**config.mk**
```make
export PLATFORM = sky130hd
export DESIGN_NAME = decode_stage
export DESIGN_NICKNAME = d
export VERILOG_FILES = /design/src/rtl/mips_pkg.sv /design/src/rtl/reg_file.sv /design/src/rtl/decode_stage.sv
export SDC_FILE = /design/constraint.sdc
export NUM_CORES = 2
export LEC_CHECK = 0
export CORE_MARGIN = 2
export CORE_UTILIZATION = 40
export CTS_BUF_LIST = sky130_fd_sc_hd__clkbuf_4
export CTS_CLUSTER_DIAMETER = 30
export DETAILED_ROUTE_END_ITERATION = 10
export GPL_ROUTABILITY_DRIVEN = 0
export PLACE_DENSITY_LB_ADDON = 0.05
export RECOVER_POWER = 50
export SLEW_MARGIN = 20
export SYNTH_ARGS = -nofsm -noshare
export SYNTH_HDL_FRONTEND = slang
export SYNTH_SLANG_ARGS = --single-unit
export TNS_END_PERCENT = 20
```
**constraint.sdc**
```tcl
create_clock -name clk -period 78.9 [get_ports clk]
set_input_delay 15.78 -clock clk [delete_from_list [all_inputs] [get_ports clk]]
set_output_delay 15.78 -clock clk [all_outputs]
set_load 0.01 [all_outputs]
```
**src/rtl/mips_pkg.sv**
```systemverilog
// Shared MIPS definitions: opcodes, ALU operation encodings and the control word
// passed from decode to execute.
package mips_pkg;

   localparam logic [5:0] OP_RTYPE = 6'b000000;
   localparam logic [5:0] OP_LW    = 6'b100011;
   localparam logic [5:0] OP_SW    = 6'b101011;
   localparam logic [5:0] OP_BEQ   = 6'b000100;
   localparam logic [5:0] OP_BNE   = 6'b000101;
   localparam logic [5:0] OP_ADDI  = 6'b001000;
   localparam logic [5:0] OP_HALT  = 6'b111111;

   typedef enum logic [1:0] {
      ALU_ADD   = 2'b00,
      ALU_SUB   = 2'b01,
      ALU_FUNCT = 2'b10
   } alu_op_t;

   typedef struct packed {
      logic    reg_dest;
      logic    branch;
      logic    branch_ne;
      logic    mem_read;
      logic    mem_to_reg;
      logic    mem_write;
      logic    alu_src;
      logic    reg_write;
      alu_op_t alu_op;
      logic    illegal;
   } ctrl_t;

   function automatic ctrl_t decode_ctrl(input logic [5:0] opcode);
      ctrl_t c;
      c = '0;
      case (opcode)
         OP_RTYPE: begin
            c.reg_dest  = 1'b1;
            c.reg_write = 1'b1;
            c.alu_op    = ALU_FUNCT;
         end
         OP_LW: begin
            c.alu_src    = 1'b1;
            c.mem_read   = 1'b1;
            c.mem_to_reg = 1'b1;
            c.reg_write  = 1'b1;
         end
         OP_SW: begin
            c.alu_src   = 1'b1;
            c.mem_write = 1'b1;
         end
         OP_BEQ: begin
            c.branch = 1'b1;
            c.alu_op = ALU_SUB;
         end
         OP_BNE: begin
            c.branch    = 1'b1;
            c.branch_ne = 1'b1;
            c.alu_op    = ALU_SUB;
         end
         OP_ADDI: begin
            c.alu_src   = 1'b1;
            c.reg_write = 1'b1;
         end
         OP_HALT: ;  // never emitted as a bundle
         default: c.illegal = 1'b1;
      endcase
      return c;
   endfunction

endpackage

```
**src/rtl/reg_file.sv**
```systemverilog
// Register file with two combinational read ports, one write port and a
// same-cycle write-back bypass. Entry 0 is constant zero and has no storage.
module reg_file #(
   parameter int DATA_W   = 32,
   parameter int NUM_REGS = 32
) (
   input  logic              clk,
   input  logic              rst,
   input  logic              i_wr_en,
   input  logic [4:0]        i_wr_addr,
   input  logic [DATA_W-1:0] i_wr_data,
   input  logic [4:0]        i_rs_addr,
   input  logic [4:0]        i_rt_addr,
   output logic [DATA_W-1:0] o_rs_val,
   output logic [DATA_W-1:0] o_rt_val
);

   logic [DATA_W-1:0] r_regs [1:NUM_REGS-1];

   // NOTE: the array is small and must read zero after reset, so every entry is
   // reset explicitly; a larger RAM-style memory would normally not be reset.
   // NOTE: non-blocking assignments here so all entries update together at the edge.
   always_ff @(posedge clk or posedge rst) begin
      if (rst) begin
         for (int i = 1; i < NUM_REGS; i++) r_regs[i] <= '0;
      end else begin
         for (int i = 1; i < NUM_REGS; i++)
            if (i_wr_en && i_wr_addr == 5'(i)) r_regs[i] <= i_wr_data;
      end
   end

   // NOTE: outputs get a default before the loop so no latch is inferred.
   // Indices 0 and >= NUM_REGS never match the loop and fall through to zero.
   always_comb begin
      o_rs_val = '0;
      o_rt_val = '0;
      for (int i = 1; i < NUM_REGS; i++) begin
         if (i_rs_addr == 5'(i))
            o_rs_val = (i_wr_en && i_wr_addr == 5'(i)) ? i_wr_data : r_regs[i];
         if (i_rt_addr == 5'(i))
            o_rt_val = (i_wr_en && i_wr_addr == 5'(i)) ? i_wr_data : r_regs[i];
      end
   end

endmodule

```
**src/rtl/decode_stage.sv**
```systemverilog
// MIPS decode stage: field split, control decode, operand read with bypass,
// single-entry valid/ready output register, load-use stall and sticky halt.
module decode_stage
   import mips_pkg::*;
#(
   parameter int DATA_W   = 32,
   parameter int NUM_REGS = 32
) (
   input  logic              clk,
   input  logic              rst,
   input  logic              in_valid,
   output logic              in_ready,
   input  logic [31:0]       in_instr,
   input  logic              wb_en,
   input  logic [4:0]        wb_addr,
   input  logic [DATA_W-1:0] wb_data,
   output logic              out_valid,
   input  logic              out_ready,
   output logic [DATA_W-1:0] out_rs_val,
   output logic [DATA_W-1:0] out_rt_val,
   output logic [4:0]        out_rs,
   output logic [4:0]        out_rt,
   output logic [4:0]        out_dest,
   output logic [DATA_W-1:0] out_imm,
   output logic [4:0]        out_shamt,
   output logic [5:0]        out_funct,
   output logic              out_reg_dest,
   output logic              out_branch,
   output logic              out_branch_ne,
   output logic              out_mem_read,
   output logic              out_mem_to_reg,
   output logic              out_mem_write,
   output logic              out_alu_src,
   output logic              out_reg_write,
   output logic [1:0]        out_alu_op,
   output logic              out_illegal,
   output logic              end_program
);

   typedef enum logic {ST_RUN, ST_HALTED} state_t;

   state_t            r_state, w_state_next;
   logic              r_valid;
   ctrl_t             r_ctrl;
   logic [DATA_W-1:0] r_rs_val, r_rt_val, r_imm;
   logic [4:0]        r_rs, r_rt, r_dest, r_shamt;
   logic [5:0]        r_funct;

   ctrl_t             w_ctrl;
   logic [DATA_W-1:0] w_rs_val, w_rt_val;
   logic [4:0]        w_rs, w_rt, w_dest;
   logic              w_is_halt, w_hazard, w_accept;

   assign w_rs      = in_instr[25:21];
   assign w_rt      = in_instr[20:16];
   assign w_ctrl    = decode_ctrl(in_instr[31:26]);
   assign w_is_halt = (in_instr[31:26] == OP_HALT);
   assign w_dest    = w_ctrl.reg_dest ? in_instr[15:11] : w_rt;

   // Consumer right behind a load must wait until the load has left this stage.
   assign w_hazard = r_valid && r_ctrl.mem_read && (r_dest != 5'd0) &&
                     (r_dest == w_rs || r_dest == w_rt);
   assign in_ready = (r_state == ST_RUN) && !w_hazard && (!r_valid || out_ready);
   assign w_accept = in_valid && in_ready;

   reg_file #(.DATA_W(DATA_W), .NUM_REGS(NUM_REGS)) u_reg_file (
      .clk       (clk),
      .rst       (rst),
      .i_wr_en   (wb_en),
      .i_wr_addr (wb_addr),
      .i_wr_data (wb_data),
      .i_rs_addr (w_rs),
      .i_rt_addr (w_rt),
      .o_rs_val  (w_rs_val),
      .o_rt_val  (w_rt_val)
   );

   always_ff @(posedge clk or posedge rst) begin
      if (rst) r_state <= ST_RUN;
      else     r_state <= w_state_next;
   end

   always_comb begin
      w_state_next = r_state;
      if (r_state == ST_RUN && w_accept && w_is_halt) w_state_next = ST_HALTED;
   end

   // An accepted halt takes the drain branch, so it never becomes a bundle.
   always_ff @(posedge clk or posedge rst) begin
      if (rst) begin
         r_valid  <= 1'b0;
         r_ctrl   <= '0;
         r_rs_val <= '0;
         r_rt_val <= '0;
         r_imm    <= '0;
         r_rs     <= '0;
         r_rt     <= '0;
         r_dest   <= '0;
         r_shamt  <= '0;
         r_funct  <= '0;
      end else if (w_accept && !w_is_halt) begin
         r_valid  <= 1'b1;
         r_ctrl   <= w_ctrl;
         r_rs_val <= w_rs_val;
         r_rt_val <= w_rt_val;
         r_imm    <= DATA_W'($signed(in_instr[15:0]));
         r_rs     <= w_rs;
         r_rt     <= w_rt;
         r_dest   <= w_dest;
         r_shamt  <= in_instr[10:6];
         r_funct  <= in_instr[5:0];
      end else if (out_ready) begin
         r_valid <= 1'b0;
      end
   end

   assign out_valid      = r_valid;
   assign out_rs_val     = r_rs_val;
   assign out_rt_val     = r_rt_val;
   assign out_rs         = r_rs;
   assign out_rt         = r_rt;
   assign out_dest       = r_dest;
   assign out_imm        = r_imm;
   assign out_shamt      = r_shamt;
   assign out_funct      = r_funct;
   assign out_reg_dest   = r_ctrl.reg_dest;
   assign out_branch     = r_ctrl.branch;
   assign out_branch_ne  = r_ctrl.branch_ne;
   assign out_mem_read   = r_ctrl.mem_read;
   assign out_mem_to_reg = r_ctrl.mem_to_reg;
   assign out_mem_write  = r_ctrl.mem_write;
   assign out_alu_src    = r_ctrl.alu_src;
   assign out_reg_write  = r_ctrl.reg_write;
   assign out_alu_op     = r_ctrl.alu_op;
   assign out_illegal    = r_ctrl.illegal;
   assign end_program    = (r_state == ST_HALTED);

endmodule

```
# Word-level counts from Yosys, hierarchy flattened
# Index checks and enable logic that the tools add are counted.
# word_totals
elab_cells	310
inputBits	74
ff_bits	1111
# classes
reduce_logical	52
bitwise	1
muxes	105
eq_ne	101
# ops
op	n
$mux 32	93
$eq 5x5->1 const B	48
$eq 5x4->1 const B	24
$eq 5x3->1 const B	12
$logic_and 1x1->1	40
$eq 5x2->1 const B	6
$eq 6x6->1 const B	3
$eq 5x1->1 const B	3
$eq 6x3->1 const B	2
$eq 5x5->1	2
$mux 1	9
$reduce_or 7->1	1
$eq 6x4->1 const B	1
$logic_not 6->1	1
$reduce_or 3->1	2
$mux 5	1
$reduce_bool 5->1	1
$pmux 2 s2	1
$logic_not 1->1	3
$logic_or 1x1->1	2
$mux 2	1
$reduce_bool 2->1	1
$reduce_or 2->1	1
$not 1->1	1

# Longest topological paths before layout
# logic_depth
word_depth	34
mapped_depth	14
depth_no_buf	11

# Modules after synthesis
# From an unflattened synthesis, not the netlist that was laid out.
# hier_totals
hier_cells	6180
area_unflattened_um2	59851.2
# by_module_without_submodules
module	n_inst	area_each_um2	seq_area_each_um2	cells_each
reg_file	1	55309.3	24823.8	5871
decode_stage	1	4541.9	2677.6	309

# Least setup slack after synthesis
# OpenSTA, ideal clock, no wires.
# synth_path
kind	input -> output
from	input in_instr[22]
to	output in_ready
t_arrival_ns	16.768
setup_slack_ns	46.352
required_ns	63.120
n_path_buf	1
stages	5
path_cell_list	clkbuf_1 xnor2_1 nand3_1 o22ai_1 a221oi_1
# synth_between
elab_chain_len	6
# synth_lines
item	line	rtl
start, declared	decode_stage.sv:13	input logic [31:0] in_instr,
$eq 5x5->1	decode_stage.sv:62	(r_dest == w_rs || r_dest == w_rt);
$logic_or 1x1->1	decode_stage.sv:62	
$logic_and 1x1->1	decode_stage.sv:61	assign w_hazard = r_valid && r_ctrl.mem_read && (r_dest != 5'd0) &&
$logic_not 1->1	decode_stage.sv:63	assign in_ready = (r_state == ST_RUN) && !w_hazard && (!r_valid || out_ready);
$logic_and 1x1->1 (2 in series)	decode_stage.sv:63	
end, declared	decode_stage.sv:12	output logic in_ready,
# No other way between the ends.

# Worst setup path after layout
# layout_path
from	input in_instr[18]
to	output in_ready
# The elaborated chain is that of the path after synthesis.

==> results_dict.tcl <==
set metrics [dict create \
    post-dp-hpwl_um 224000 \
    cp-end-kind "output pin" \
    nFillCells 14830 \
    power_leakage_nw 33.1 \
    power_density_nw_per_um2 24.7 \
    portBuffers 209 \
    pwr-share-clk 0.343 \
    drive_above_1_share 0.167 \
    routed_wl_um 339000 \
    power_frac_seq 0.419 \
    setup_viol 0 \
    ant_nets 0 \
    whs_ps 470 \
    failed_checks "max-capacitance violations, max-slew violations" \
    fin_tns_setup_ps 0 \
    yosysTopAreaCell "dfrtp_1" \
    cts_tree "built" \
    skew_ps 120 \
    netlist_instances 6395 \
    ys_top_cells_by_area "dfrtp_1, mux2i_1, mux2_2" \
    rr_endpoint "out_rt_val[18]" \
    postSynthAreaPerCell_um2 9.39 \
    vias 60437 \
    antenna_found_initial 33 \
    clk_latency_ps 1440 \
    critPathLaunch "in_instr[18]" \
    clock-root-buffer "clkbuf_4" \
    grt_remaining_overflow 0 \
    fp-row-count 142 \
    core-area_um2 149000 \
    synth_most_common_cell "dfrtp_1" \
    grt_max_degree 165 \
    clk_pin_slew_worst_paths_ps 50 \
    critical_path_required_ps 63120 \
    fmax_mhz 29.0 \
    grt_pass1_wl_um 464000 \
    drc 0 \
    drt-pass1-iter-count 8 \
    cts.sinks 1099 \
    critPathArrivalTime_ps 18740 \
    cap_violations 30 \
    min_period_over_period 0.438 \
    period_needed_ps 34520 \
    postCtsSetupRepairBufs 0 \
    grt_usage 0.433 \
    final_nets 6770 \
    synth.ff_latch_count 1099 \
    htreeDepth 5 \
    yosys_warnings 0 \
    worstSetupPathType "in -> out" \
    grt_setup_unrepaired "false" \
    cts_made_buffers 375 \
    synthFlopType "dfrtp_1" \
    status "finished, violations left" \
    via_per_inst 6.73 \
    ff2ff_setup_slack_ps 74260 \
    seq_area_frac_synth 0.458 \
    p_sw_frac 0.353 \
    die_area_um2 153000 \
    r2r_start "out_dest[1]" \
    finalMaxSlewViolations 1458 \
    ir_drop_uv 20.0 \
    synth.top_cells.by_count "dfrtp_1, nand2_1, mux2i_1" \
    postCtsHoldBufs 0 \
    synth.top_cell.area_share 0.458 \
    ios 210 \
    combPwrFrac 0.239 \
    multiInputGateArea_um2 28400 \
    ys_types 94 \
    cts_buffer_depth 4 \
    internal_power_mw 1.10 \
    min_from "out_branch_ne" \
    reg2reg_depth 9 \
    seq_area_um2 27500 \
    worstHoldPathType "reg -> reg" \
    power_switching_mw 0.602 \
    hold_viol_final 0 \
    netlist_area_um2 60000 \
    first_global_vias 56663 \
    die_height_um 391 \
    drt-initial-drc-count 9272 \
    crit_end "in_ready" \
    critPathLaunchType "input port" \
    synthesis.nets 6469 \
    async_flop_share 1.00 \
    synth_edf_count 0 \
    die_x_um 391 \
    areaGrowthSynthToFinish_pct 14.7 \
    start_util 0.402 \
    ctsResizeCount 0 \
    path_max_fanout 24 \
    routedWlPerCell_um 37.7 \
    worst_slew_pin_slew_ps 9310 \
    max-slew-margin-rel -5.21 \
]
[cell usage in the layout (no fill, tap or decap), types with 15 or more instances in the layout]
cell type and count:
nand3_1 162, inv_1 501, o21ai_0 430, nand4_1 22, a2bb2oi_1 15, nand2b_1 17, clkinv_2 41, a2111oi_0 52
a211oi_1 78, clkinv_1 83, or3_1 16, a211o_1 15, nand2_1 644, clkbuf_1 29, nor4_1 36, o22ai_1 239
a221o_1 25, o211ai_1 68, mux2i_1 508, a22oi_1 107, nor2_1 308, clkbuf_4 498, buf_4 272, a21oi_1 407
clkdlybuf4s50_1 192, nor2_2 19, mux2_1 131, a221oi_1 105, o31ai_1 17, o2111ai_1 38, nor3_1 63, diode_2 22
mux2_2 233, dfrtp_1 1099, a22o_1 28, o221ai_1 73, a31oi_1 58
[power groups by stage]
stage	clock network, mW	logic (mW)	registers [mW]
floorplan	0	0.227	0.720
global placement	0	0.389	0.717
detailed placement	0	0.393	0.721
CTS	0.587	0.395	0.711
global route	0.621	0.429	0.722
finish	0.584	0.407	0.714
[worst max-delay path: stages]
cell             delay, ps
dlygate4sd3_1         1100
xnor2_1                200
nand3_1                160
o22ai_1                210
a221oi_1               630
clkdlybuf4s50_1        660
[registers in the layout, summed over array words and instances, names as in the netlist]
signal,count
out_mem_write,1
out_illegal,1
out_branch_ne,1
u_reg_file.r_regs,992
end_program,1
out_valid,1
out_mem_read,1
out_alu_src,1
out_reg_dest,1
out_rt,5
out_rs,5
out_rs_val,32
out_rt_val,32
out_alu_op,2
out_reg_write,1
out_branch,1
out_dest,5
out_imm,16
[cell families (layout without fill, tap and decap cells)]
kind of cell,Yosys count,count (layout),synth area share
buffers and inverters,1094,1644,0.0733
XOR/XNOR,12,12,0.00175
flip-flops,1099,1099,0.458
AO/OA/AOI/OAI,1902,1902,0.208
multiplexers,876,876,0.155
other,0,22,0
AND/OR/NAND/NOR,1412,1412,0.105
[area by class of cell]
cell class | count | area share
diodes | 22 | 0.000799
clock buffers | 498 | 0.0543
clock inverters | 128 | 0.00810
inverters | 506 | 0.0276
multi-input cells | 4202 | 0.412
flip-flops and latches | 1099 | 0.399
well taps | 2016 | 0.0366
repair buffers | 512 | 0.0616
[metal layers]
metal  up-vias  routed length (µm)  global-route usage
met5         -                 153                   0
met4        20               26800               0.278
met3      1378               46200               0.155
met2      5142              137000               0.605
met1     29947              128000               0.563
li1      23950                   -                   -
[worst min path at each step]
stage	slack (ps)	cells past startpoint	to
6_report	470	2	out_branch_ne
2_1_floorplan	440	2	u_reg_file.r_regs[474]
3_3_place_gp	450	2	out_branch_ne
4_1_cts	470	2	out_branch_ne
3_5_place_dp	460	2	out_branch_ne
5_1_grt	510	2	out_branch_ne
[stage by stage]
step | instances | instance area [µm²] | util | total power, mW | setup slack (ps)
final | 8983 | 68900 | 0.461 | 1.70 | 44380
after global placement | 8334 | 64700 | 0.433 | 1.11 | 44410
after CTS | 8960 | 69000 | 0.462 | 1.69 | 44390
after detailed placement | 8334 | 64700 | 0.433 | 1.11 | 44390
after global routing | 8971 | 68800 | 0.461 | 1.77 | 44200
after floorplan | 6395 | 60000 | - | 0.948 | 32180
Note: power is estimated with default switching activity, not from simulation.
